--- src/rtl/branch_predictor.sv ---
// rtl/branch_predictor.sv - fully associative branch history table with saturating counters
// Optional BPU_STATIC_BTFN_EN: misses on conditional branches predict backward-taken/forward-not-taken.
module branch_predictor #(
    parameter int ENTRIES = 4,
    parameter int ADDR_W  = 32,
    parameter int CNT_W   = 2
) (
    input  logic                         clk,
    input  logic                         rst,
    input  logic                         flush_i,
    input  logic                         lookup_valid_i,
    input  logic [ADDR_W-1:0]            lookup_pc_i,
    input  logic [31:0]                  lookup_inst_i,
    output logic                         pred_taken_o,
    output logic [ADDR_W-1:0]            pred_target_o,
    output logic                         pred_hit_o,
    input  logic                         upd_valid_i,
    input  logic [ADDR_W-1:0]            upd_pc_i,
    input  logic                         upd_taken_i,
    output logic [$clog2(ENTRIES):0]     occupancy_o
);
    localparam int IDX_W = $clog2(ENTRIES);
    localparam logic [CNT_W-1:0] WEAK_NT = CNT_W'((1 << (CNT_W - 1)) - 1);
    localparam logic [CNT_W-1:0] WEAK_T  = CNT_W'(1 << (CNT_W - 1));
    localparam logic [CNT_W-1:0] CNT_MAX = '1;

    logic [ENTRIES-1:0] valid;
    logic [ADDR_W-1:0]  tag [ENTRIES];
    logic [CNT_W-1:0]   cnt [ENTRIES];
    logic [IDX_W-1:0]   ptr;

    logic               is_branch;
    logic [12:0]        imm13;
    logic [ADDR_W-1:0]  imm_b;
    logic               lk_hit;
    logic [IDX_W-1:0]   lk_idx;
    logic               up_hit;
    logic [IDX_W-1:0]   up_idx;
    logic               free_found;
    logic [IDX_W-1:0]   free_idx;
    logic [IDX_W-1:0]   alloc_idx;

    assign is_branch = lookup_valid_i && (lookup_inst_i[6:0] == 7'b1100011);
    assign imm13     = {lookup_inst_i[31], lookup_inst_i[7], lookup_inst_i[30:25],
                        lookup_inst_i[11:8], 1'b0};
    assign imm_b     = {{(ADDR_W-13){imm13[12]}}, imm13};

    // Searching from the top down leaves the lowest matching index as the winner.
    always_comb begin
        lk_hit     = 1'b0;
        lk_idx     = '0;
        up_hit     = 1'b0;
        up_idx     = '0;
        free_found = 1'b0;
        free_idx   = '0;
        for (int i = ENTRIES - 1; i >= 0; i--) begin
            if (valid[i] && (tag[i] == lookup_pc_i)) begin
                lk_hit = 1'b1;
                lk_idx = IDX_W'(i);
            end
            if (valid[i] && (tag[i] == upd_pc_i)) begin
                up_hit = 1'b1;
                up_idx = IDX_W'(i);
            end
            if (!valid[i]) begin
                free_found = 1'b1;
                free_idx   = IDX_W'(i);
            end
        end
    end

    assign alloc_idx  = free_found ? free_idx : ptr;
    assign pred_hit_o = is_branch && lk_hit;

    always_comb begin
        pred_taken_o = 1'b0;
        if (pred_hit_o) begin
            pred_taken_o = cnt[lk_idx][CNT_W-1];
        end else if (is_branch) begin
`ifdef BPU_STATIC_BTFN_EN
            pred_taken_o = imm13[12];
`else
            pred_taken_o = 1'b0;
`endif
        end
    end

    assign pred_target_o = pred_taken_o ? (lookup_pc_i + imm_b) : (lookup_pc_i + ADDR_W'(4));

    always_ff @(posedge clk) begin
        if (rst) begin
            valid       <= '0;
            ptr         <= '0;
            occupancy_o <= '0;
            for (int i = 0; i < ENTRIES; i++) begin
                cnt[i] <= WEAK_NT;
            end
        end else if (flush_i) begin
            valid       <= '0;
            ptr         <= '0;
            occupancy_o <= '0;
        end else if (upd_valid_i) begin
            if (up_hit) begin
                if (upd_taken_i && (cnt[up_idx] != CNT_MAX)) begin
                    cnt[up_idx] <= cnt[up_idx] + 1'b1;
                end else if (!upd_taken_i && (cnt[up_idx] != '0)) begin
                    cnt[up_idx] <= cnt[up_idx] - 1'b1;
                end
            end else begin
                valid[alloc_idx] <= 1'b1;
                tag[alloc_idx]   <= upd_pc_i;
                cnt[alloc_idx]   <= upd_taken_i ? WEAK_T : WEAK_NT;
                // One allocation per cycle, so filling a free slot is the only way occupancy grows.
                if (free_found) begin
                    occupancy_o <= occupancy_o + 1'b1;
                end else begin
                    ptr <= ptr + 1'b1;
                end
            end
        end
    end
endmodule

--- config.mk ---
export PLATFORM = sky130hd
export DESIGN_NAME = branch_predictor
export DESIGN_NICKNAME = d
export VERILOG_FILES = /design/src/rtl/branch_predictor.sv
export SDC_FILE = /design/constraint.sdc
export NUM_CORES = 1
export LEC_CHECK = 0
export ABC_CLOCK_PERIOD_IN_PS = 4900
export CELL_PAD_IN_SITES_DETAIL_PLACEMENT = 1
export CELL_PAD_IN_SITES_GLOBAL_PLACEMENT = 1
export CORE_MARGIN = 2
export CORE_UTILIZATION = 41
export CTS_BUF_LIST = sky130_fd_sc_hd__clkbuf_2
export CTS_CLUSTER_DIAMETER = 50
export CTS_CLUSTER_SIZE = 16
export DETAILED_ROUTE_END_ITERATION = 6
export GPL_TIMING_DRIVEN = 0
export HOLD_SLACK_MARGIN = 0.1
export PLACE_DENSITY = 0.9
export SLEW_MARGIN = 10
export SYNTH_ARGS = -nofsm -noshare
export SYNTH_HDL_FRONTEND = slang
export SYNTH_SLANG_ARGS = --single-unit
--- constraint.sdc ---
create_clock -name clk -period 4.9 [get_ports clk]
set_input_delay 0.98 -clock clk [delete_from_list [all_inputs] [get_ports clk]]
set_output_delay 0.98 -clock clk [all_outputs]
set_load 0.02 [all_outputs]
==> flow_summary.html, run 1 <==
<table>
<tr><th>Metric</th><th>Value</th></tr>
<tr><th colspan="2">STA</th></tr>
<tr><td>Setup slack after layout</td><td>-309 ps</td></tr>
<tr><td>Max_slew headroom</td><td>35.6%</td></tr>
<tr><td>Final period utilization</td><td>106%</td></tr>
<tr><td>Final setup violation count</td><td>32</td></tr>
<tr><td>Number of endpoints with negative hold slack in the final report</td><td>0</td></tr>
<tr><td>Time the worst path needs with I/O delays and setup</td><td>5210 ps</td></tr>
<tr><td>Achievable clock frequency</td><td>192 MHz</td></tr>
<tr><td>Slew @ Worst Pin</td><td>959 ps</td></tr>
<tr><td>Clock Skew</td><td>23.8 ps</td></tr>
<tr><td>Setup repair after global routing missed its margin</td><td>true</td></tr>
<tr><td>Number of pins exceeding their max-slew limit in the final report</td><td>0</td></tr>
<tr><th colspan="2">Logic synthesis</th></tr>
<tr><td>Syn. warnings</td><td>0</td></tr>
<tr><td>Leading post-synthesis cells by instance count</td><td>153 x xor2_1, 144 x xnor2_1, 136 x edfxtp_1</td></tr>
<tr><td>Number of enable flip-flop cells after synthesis</td><td>136</td></tr>
<tr><td>Per-instance average area after synthesis</td><td>10.0 sq um</td></tr>
<tr><td>Dominant cells by area after synthesis</td><td>edfxtp_1 38%, xor2_1 13%, xnor2_1 12%</td></tr>
<tr><td>Netlist area before placement</td><td>0.0106 sq mm</td></tr>
<tr><td>FF+latch count, synth</td><td>145</td></tr>
<tr><td>Dominant register cell in the synthesized netlist</td><td>edfxtp_1</td></tr>
<tr><td>Synthesized net count</td><td>1194</td></tr>
<tr><td>Cell type with the largest total area after synthesis</td><td>edfxtp_1</td></tr>
<tr><td>Most numerous cell in the Yosys netlist</td><td>xor2_1</td></tr>
<tr><td>Async set-reset flop share out of synthesis</td><td>0%</td></tr>
<tr><td>Sequential cell area fraction in the yosys report</td><td>40.2%</td></tr>
<tr><td>Syn Inst Count</td><td>1059</td></tr>
<tr><td>Netlist cell types</td><td>65</td></tr>
<tr><td>Top cell type's share of synthesized area</td><td>38.5%</td></tr>
<tr><th colspan="2">Cells and area</th></tr>
<tr><td>Area growth from synthesis to layout</td><td>32.0%</td></tr>
<tr><td>Number of nets in the final layout</td><td>1412</td></tr>
<tr><td>Area of combinational cells with multiple inputs</td><td>0.00662 sq mm</td></tr>
<tr><td>Layout Utilization</td><td>55.3%</td></tr>
<tr><td>Final Cell Area</td><td>0.0140 sq mm</td></tr>
<tr><td>Cell Count, Final, Fillers Out</td><td>1621</td></tr>
<tr><td>Fill cell total of the finished layout</td><td>2770</td></tr>
<tr><td>Sequential Area</td><td>0.00426 sq mm</td></tr>
<tr><td>Fraction of layout instances using a drive strength above 1</td><td>21.9%</td></tr>
<tr><th colspan="2">Floorplan</th></tr>
<tr><td>Starting density of the core</td><td>41.9%</td></tr>
<tr><td>I/O pin count</td><td>139</td></tr>
<tr><td>Y dimension of the die</td><td>165 um</td></tr>
<tr><td>Die outline area</td><td>0.0272 sq mm</td></tr>
<tr><td>Core area</td><td>0.0253 sq mm</td></tr>
<tr><td>Die Wd</td><td>165 um</td></tr>
<tr><td>Row count</td><td>58</td></tr>
<tr><th colspan="2">Power</th></tr>
<tr><td>Static Leakage</td><td>5.21 nW</td></tr>
<tr><td>Fraction of power spent switching nets</td><td>32.2%</td></tr>
<tr><td>Power density of the placed cells</td><td>210 mW/mm^2</td></tr>
<tr><td>Maximum vdd drop</td><td>0.210 mV</td></tr>
<tr><td>Proportion of power drawn by flip-flops and latches</td><td>47.0%</td></tr>
<tr><td>Sw Pwr</td><td>0.947 mW</td></tr>
<tr><td>Clock share of power</td><td>25.2%</td></tr>
<tr><td>Int Pwr</td><td>1.99 mW</td></tr>
<tr><td>Part of the total power dissipated in combinational logic</td><td>27.9%</td></tr>
<tr><th colspan="2">Clock tree</th></tr>
<tr><td>Root Buffer Master</td><td>clkbuf_2</td></tr>
<tr><td>Maximum number of buffers from clock root to sink</td><td>2</td></tr>
<tr><td>Clock-pin transition on the worst setup and hold timing paths</td><td>200 ps</td></tr>
<tr><td>Total clock buffers created by CTS</td><td>17</td></tr>
<tr><td>Worst-skew pair later-pin latency</td><td>750 ps</td></tr>
<tr><td>CTS sink count</td><td>145</td></tr>
<tr><td>CTS tree</td><td>done</td></tr>
<tr><td>H-tree level count</td><td>4</td></tr>
<tr><td># hold bufs at CTS</td><td>0</td></tr>
<tr><th colspan="2">Global routing</th></tr>
<tr><td>Global-route track usage on met1</td><td>39.7%</td></tr>
<tr><td>First-pass GRT wire length</td><td>64.2 mm</td></tr>
<tr><td>Global-route track usage on met3</td><td>4.90%</td></tr>
<tr><td>Met2 Usage GRT</td><td>55.9%</td></tr>
<tr><td>Via count of the first global-routing pass</td><td>10.4k</td></tr>
<tr><td>Number of antenna violations at the first check in global routing</td><td>1</td></tr>
<tr><td>Pin count of the biggest net entering global routing</td><td>33</td></tr>
<tr><td>GRT Util Overall</td><td>32.6%</td></tr>
<tr><td>Global route total overflow</td><td>0</td></tr>
<tr><td>GRT Max-Usage Layer</td><td>met2</td></tr>
<tr><th colspan="2">Placement</th></tr>
<tr><td>Standard cell area after detailed placement</td><td>0.0124 sq mm</td></tr>
<tr><td>Estimated wirelength of the detail-placed design</td><td>31.6 mm</td></tr>
<tr><td>Number of buffers inserted by port buffering</td><td>123</td></tr>
<tr><td>Cells after DPL</td><td>1517</td></tr>
<tr><td>Final weighted congestion in routability-driven placement</td><td>0.903</td></tr>
<tr><th colspan="2">Drt</th></tr>
<tr><td>Router iterations before antenna repair</td><td>5</td></tr>
<tr><td>Drt via density</td><td>6.21</td></tr>
<tr><td>Remaining antenna violation count</td><td>0</td></tr>
<tr><td>Number of remaining DRC errors</td><td>0</td></tr>
<tr><td>Number of violations reported at the end of detailed-routing iteration 0</td><td>928</td></tr>
<tr><td>Detailed-route via count</td><td>10.1k</td></tr>
<tr><td>WL final</td><td>45.4 mm</td></tr>
<tr><td>Wire length per cell</td><td>28.0 um</td></tr>
<tr><th colspan="2">Critical path</th></tr>
<tr><td>Cell count of the worst reg-to-reg path</td><td>10</td></tr>
<tr><td>Classification of the worst setup path</td><td>in2out</td></tr>
<tr><td>Worst flop-to-flop path endpoint</td><td>cnt[3][0]$_DFFE_PP_</td></tr>
<tr><td>Element type at the critical path start</td><td>input pin</td></tr>
<tr><td>Required time of the worst setup path</td><td>3920 ps</td></tr>
<tr><td>R2R setup slack</td><td>820 ps</td></tr>
<tr><td>FF-to-FF Start</td><td>tag[3][27]$_DFFE_PP_</td></tr>
<tr><td>Arrival time at the worst endpoint</td><td>4230 ps</td></tr>
<tr><td>Kind of capture point of the worst setup path</td><td>output port</td></tr>
<tr><td>Top fanout value on the critical path</td><td>5</td></tr>
<tr><th colspan="2">Outcome</th></tr>
<tr><td>Failing checks</td><td>negative setup slack</td></tr>
<tr><td>Result of the run</td><td>finished, violations left</td></tr>
<tr><th colspan="2">Worst hold path</th></tr>
<tr><td>Worst hold path startpoint</td><td>occupancy_o[2]$_SDFFE_PP0P_</td></tr>
<tr><td>Number of cells traversed by the worst hold path</td><td>2</td></tr>
<tr><td>Endpoint of the worst hold path</td><td>occupancy_o[2]$_SDFFE_PP0P_</td></tr>
<tr><td>Kind of path behind the tightest hold check</td><td>reg2reg</td></tr>
<tr><th colspan="2">Run</th></tr>
<tr><td>MaxCap Viol Count</td><td>0</td></tr>
</table>
area by class of cell:
type                    instances  area share (%)
diodes                          1          0.0179
plain buffers                  44            3.65
clock buffers                  19           0.679
clock inverters                13            1.03
inverters                      23           0.643
multi-input cells             846            47.3
flip-flops and latches        145            30.5
well taps                     330            2.95
repair buffers                200            13.3
registers in the layout, summed over array words and instances (netlist names):
register and cells:
occupancy_o 3, ptr 2, cnt 8, valid 4, tag 128
layout by cell type (no fill, tap or decap), types with 7 or more instances in the layout:
master,n
a211o_1,8
a21o_1,18
a21oi_1,26
and3_1,15
buf_12,8
buf_2,16
buf_4,71
buf_6,22
clkbuf_2,22
clkbuf_8,23
clkdlybuf4s50_1,57
dfxtp_1,9
dlygate4sd2_1,23
edfxtp_1,136
ha_1,28
inv_1,22
nand2_1,67
nand2b_1,11
nand3_1,36
nand4_1,41
nand4b_1,7
nor2_1,40
nor2b_1,21
nor3_1,16
nor4_1,43
nor4_2,13
o21ai_0,21
o21ai_2,14
xnor2_1,128
xnor2_2,15
xor2_1,153
how the worst max path moves through the flow:
stage | cells past startpoint | end | startpoint | slack [ps]
floorplan | 12 | pred_target_o[10] | lookup_pc_i[4] | 20
detailed placement | 14 | pred_target_o[15] | lookup_pc_i[8] | -2740
CTS | 15 | pred_target_o[31] | lookup_pc_i[1] | -240
global route | 14 | pred_target_o[31] | lookup_pc_i[5] | -330
global placement | 14 | pred_target_o[15] | lookup_pc_i[21] | -2680
finish | 14 | pred_target_o[31] | lookup_pc_i[5] | -310
power by group through the flow:
stage	Combinational, mW	Clock [mW]	Sequential (mW)
floorplan	0.377	0	1.41
global placement	0.650	0	1.41
CTS	0.757	0.738	1.38
global route	0.859	0.775	1.38
finish	0.819	0.740	1.38
detailed placement	0.666	0	1.41
through the flow:
step	hold WS [ps]	power, mW	setup slack (ps)	TNS, ps
2_1_floorplan	480	1.78	22.8	0
3_3_place_gp	502	2.06	-2680	-275470
3_5_place_dp	504	2.07	-2740	-151600
4_1_cts	552	2.88	-240	-2580
5_1_grt	576	3.02	-332	-6530
6_report	544	2.94	-309	-5650
metal layers:
metal	share of wire, %	wire (um)
met2	48	21700
met4	6.4	2890
met1	38	17400
met5	0	0
met3	7.5	3420
worst max-delay path, cell delays in order:
cell and delay, ps:
dlygate4sd2_1 260, clkbuf_8 190, xnor2_1 260, nand4_1 160, nor4_2 310, nand4_1 190, or4_4 520, mux2i_2 190
mux2i_4 230, nand2_4 120, clkbuf_16 190, mux2_4 300, xor2_1 140, buf_4 180
kinds of logic (layout without fill, tap and decap cells):
family | Yosys count | count (layout) | synth area share (%)
fa+ha+maj | 33 | 33 | 3.96
simple gates | 361 | 361 | 18.8
xor+xnor | 297 | 297 | 24.5
compound gates | 145 | 145 | 9.11
flops | 145 | 145 | 40.2
buf+inv | 68 | 299 | 2.45
other cells | 0 | 1 | 0
mux | 10 | 10 | 0.979
what timing repair did:
action,4_1_cts,5_1_grt
setup buffers,59,12
cloned,1,0
resized for setup,426,40
setup endpoints to repair,44,79
pin swaps,36,24
Power figures use the tool's default switching activity.
==> run 2: changes to the inputs <==
Settings changed: CORE_MARGIN 2 to 1.
==> run 2 against run 1 <==
  * The flow still finishes with violations (negative setup slack)
  * Critical path depth is the same
  * Cell area down 1.0%
  * Register-to-register slack got worse by 220 ps
  * Critical endpoint unchanged
==> flow_summary.html, run 2 (synthesis gave the netlist of run 1 again) <==
<table>
<tr><th>Metric</th><th>Value</th></tr>
<tr><th colspan="2">Clock tree</th></tr>
<tr><td>Root Buffer Master</td><td>clkbuf_2</td></tr>
<tr><td>Clock-pin transition on the worst setup and hold timing paths</td><td>210 ps (about the same)</td></tr>
<tr><td># hold bufs at CTS</td><td>0 (unchanged)</td></tr>
<tr><td>Total clock buffers created by CTS</td><td>17 (unchanged)</td></tr>
<tr><td>H-tree level count</td><td>4 (unchanged)</td></tr>
<tr><td>CTS sink count</td><td>145 (unchanged)</td></tr>
<tr><td>Maximum number of buffers from clock root to sink</td><td>2 (unchanged)</td></tr>
<tr><td>Worst-skew pair later-pin latency</td><td>850 ps (+100 ps)</td></tr>
<tr><td>CTS tree</td><td>done</td></tr>
<tr><th colspan="2">Drt</th></tr>
<tr><td>Remaining antenna violation count</td><td>0 (unchanged)</td></tr>
<tr><td>Router iterations before antenna repair</td><td>5 (unchanged)</td></tr>
<tr><td>Wire length per cell</td><td>28.6 um (+2.1%)</td></tr>
<tr><td>Detailed-route via count</td><td>10.3k (+1.8%)</td></tr>
<tr><td>Drt via density</td><td>6.35 (+2.2%)</td></tr>
<tr><td>Number of remaining DRC errors</td><td>0 (unchanged)</td></tr>
<tr><td>Number of violations reported at the end of detailed-routing iteration 0</td><td>1246 (+34%)</td></tr>
<tr><td>WL final</td><td>46.2 mm (+1.8%)</td></tr>
<tr><th colspan="2">Cells and area</th></tr>
<tr><td>Top register by number of flip-flops</td><td>tag</td></tr>
<tr><td>Area growth from synthesis to layout</td><td>30.6%</td></tr>
<tr><td>Number of nets in the final layout</td><td>1407 (-0.35%)</td></tr>
<tr><td>Most common cell after layout, fill and taps aside</td><td>xor2_1</td></tr>
<tr><td>Largest registers in the final layout</td><td>tag (128), cnt (8), valid (4)</td></tr>
<tr><td>Flip-flop count of the largest register after layout</td><td>128 (unchanged)</td></tr>
<tr><td>Final Cell Area</td><td>0.0139 sq mm (-1.0%)</td></tr>
<tr><td>Commonest cells after routing, fill and taps aside</td><td>148 x xor2_1, 136 x edfxtp_1, 133 x xnor2_1</td></tr>
<tr><td>Fraction of layout instances using a drive strength above 1</td><td>21.2% (-0.69 points)</td></tr>
<tr><th colspan="2">STA</th></tr>
<tr><td>Final period utilization</td><td>107% (+0.78 points)</td></tr>
<tr><td>Setup repair after global routing missed its margin</td><td>true</td></tr>
<tr><td>Number of pins exceeding their max-slew limit in the final report</td><td>0 (unchanged)</td></tr>
<tr><td>Number of endpoints with negative hold slack in the final report</td><td>0 (unchanged)</td></tr>
<tr><td>Achievable clock frequency</td><td>191 MHz (-0.73%)</td></tr>
<tr><td>Time the worst path needs with I/O delays and setup</td><td>5250 ps (+38.2 ps)</td></tr>
<tr><td>Slew @ Worst Pin</td><td>1300 ps (+341 ps)</td></tr>
<tr><td>Setup slack after layout</td><td>-348 ps (-38.2 ps)</td></tr>
<tr><td>Clock Skew</td><td>110 ps (+86.2 ps)</td></tr>
<tr><td>Final setup violation count</td><td>32 (unchanged)</td></tr>
<tr><td>Max_slew headroom</td><td>12.7% (-23 points)</td></tr>
<tr><th colspan="2">Critical path</th></tr>
<tr><td>Required time of the worst setup path</td><td>3920 ps (about the same)</td></tr>
<tr><td>Classification of the worst setup path</td><td>in2out</td></tr>
<tr><td>Cell count of the worst reg-to-reg path</td><td>12 (+2)</td></tr>
<tr><td>Arrival time at the worst endpoint</td><td>4270 ps (+40 ps)</td></tr>
<tr><td>Top fanout value on the critical path</td><td>6 (+1)</td></tr>
<tr><td>Element type at the critical path start</td><td>input pin</td></tr>
<tr><td>Kind of capture point of the worst setup path</td><td>output port</td></tr>
<tr><th colspan="2">Global routing</th></tr>
<tr><td>Number of antenna violations at the first check in global routing</td><td>1 (unchanged)</td></tr>
<tr><td>Global route total overflow</td><td>0 (unchanged)</td></tr>
<tr><td>Via count of the first global-routing pass</td><td>10.5k (+1.6%)</td></tr>
<tr><td>Pin count of the biggest net entering global routing</td><td>29 (-12%)</td></tr>
<tr><td>First-pass GRT wire length</td><td>65.9 mm (+2.6%)</td></tr>
<tr><td>GRT Util Overall</td><td>34.0% (+1.5 points)</td></tr>
<tr><th colspan="2">Outcome</th></tr>
<tr><td>Failing checks</td><td>negative setup slack</td></tr>
<tr><td>Result of the run</td><td>finished, violations left</td></tr>
<tr><th colspan="2">Power</th></tr>
<tr><td>Total chip power</td><td>2.91 mW (-1.2%)</td></tr>
<tr><td>Power density of the placed cells</td><td>210 mW/mm^2 (-0.18%)</td></tr>
<tr><td>Maximum vdd drop</td><td>0.143 mV (-32%)</td></tr>
<tr><td>Static Leakage</td><td>5.06 nW (-2.9%)</td></tr>
<tr><th colspan="2">Placement</th></tr>
<tr><td>Standard cell area after detailed placement</td><td>0.0124 sq mm (+0.35%)</td></tr>
<tr><td>Estimated wirelength of the detail-placed design</td><td>31.5 mm (-0.14%)</td></tr>
<tr><td>Number of buffers inserted by port buffering</td><td>123 (unchanged)</td></tr>
<tr><td>Final weighted congestion in routability-driven placement</td><td>1.01 (+12%)</td></tr>
<tr><th colspan="2">Worst hold path</th></tr>
<tr><td>Kind of path behind the tightest hold check</td><td>reg2reg</td></tr>
<tr><td>Number of cells traversed by the worst hold path</td><td>2 (unchanged)</td></tr>
<tr><th colspan="2">Floorplan</th></tr>
<tr><td>Die Wd</td><td>163 um (-1.2%)</td></tr>
<tr><td>Core area</td><td>0.0253 sq mm (-0.29%)</td></tr>
<tr><td>Row count</td><td>58 (unchanged)</td></tr>
<tr><td>I/O pin count</td><td>139 (unchanged)</td></tr>
<tr><td>Starting density of the core</td><td>42.0% (+0.12 points)</td></tr>
<tr><td>Y dimension of the die</td><td>163 um (-1.2%)</td></tr>
<tr><td>Die outline area</td><td>0.0265 sq mm (-2.4%)</td></tr>
<tr><th colspan="2">Run</th></tr>
<tr><td>MaxCap Viol Count</td><td>0 (unchanged)</td></tr>
</table>
run 2: worst max-delay path, stage by stage:
cell             delay, ps
clkdlybuf4s15_2        220
clkbuf_8               200
xnor2_2                190
nand4_1                140
nor4_2                 420
nand4_1                200
or4_4                  520
mux2i_2                190
mux2i_4                260
nand2_4                140
buf_8                  170
mux2_4                 300
xor2_1                 140
buf_4                  180
run 2: layer usage:
layer	global-route usage, %	share of wire (%)
met4	22.5	7.1
met3	5.50	9.2
met1	41.7	37
met2	55.3	47
met5	0	0
run 2: report_power, final:
| part | internal, mW | leakage, nW | switching, mW | total [mW] |
|---|---|---|---|---|
| clock | 0.236 | 0.131 | 0.473 | 0.709 |
| sequential | 1.37 | 1.30 | 0.0135 | 1.38 |
| combinational | 0.336 | 3.63 | 0.479 | 0.814 |
run 2: area by class of cell:
type,count,area (sq um)
fillers,2756,11400
multi-input cells,846,6610
flip-flops and latches,145,4260
repair buffers,196,1790
plain buffers,43,464
well taps,330,413
clock inverters,11,116
clock buffers,21,105
inverters,23,90.1
diodes,1,2.50
run 2: worst paths after layout:
kind	from	to	slack [ps]
setup / recovery	lookup_pc_i[8]	pred_target_o[31]	-350
hold / removal	ptr[1]$_SDFFE_PP0P_	ptr[1]$_SDFFE_PP0P_	560
setup reg to reg	tag[2][25]$_DFFE_PP_	cnt[0][0]$_SDFFCE_PN1P_	600
hold reg to reg	ptr[1]$_SDFFE_PP0P_	ptr[1]$_SDFFE_PP0P_	560
run 2: stage by stage:
step	util, %	cells	setup WS [ps]	hold slack, ps	TNS, ps
final	54.9	1616	-348	556	-8930
after global routing	54.9	1616	-350	578	-8860
after CTS	54.0	1610	-75.8	568	-240
after detailed placement	49.2	1518	-2420	523	-94470
after global placement	48.5	1512	-2470	501	-264700
after floorplan	-	1059	22.8	480	0
run 2: repair_timing:
item | CTS | global route
buffers inserted | 61 | 5
resized for setup | 385 | 64
gates cloned | 1 | 0
pin swaps | 45 | 12
endpoints found under the setup margin | 33 | 35
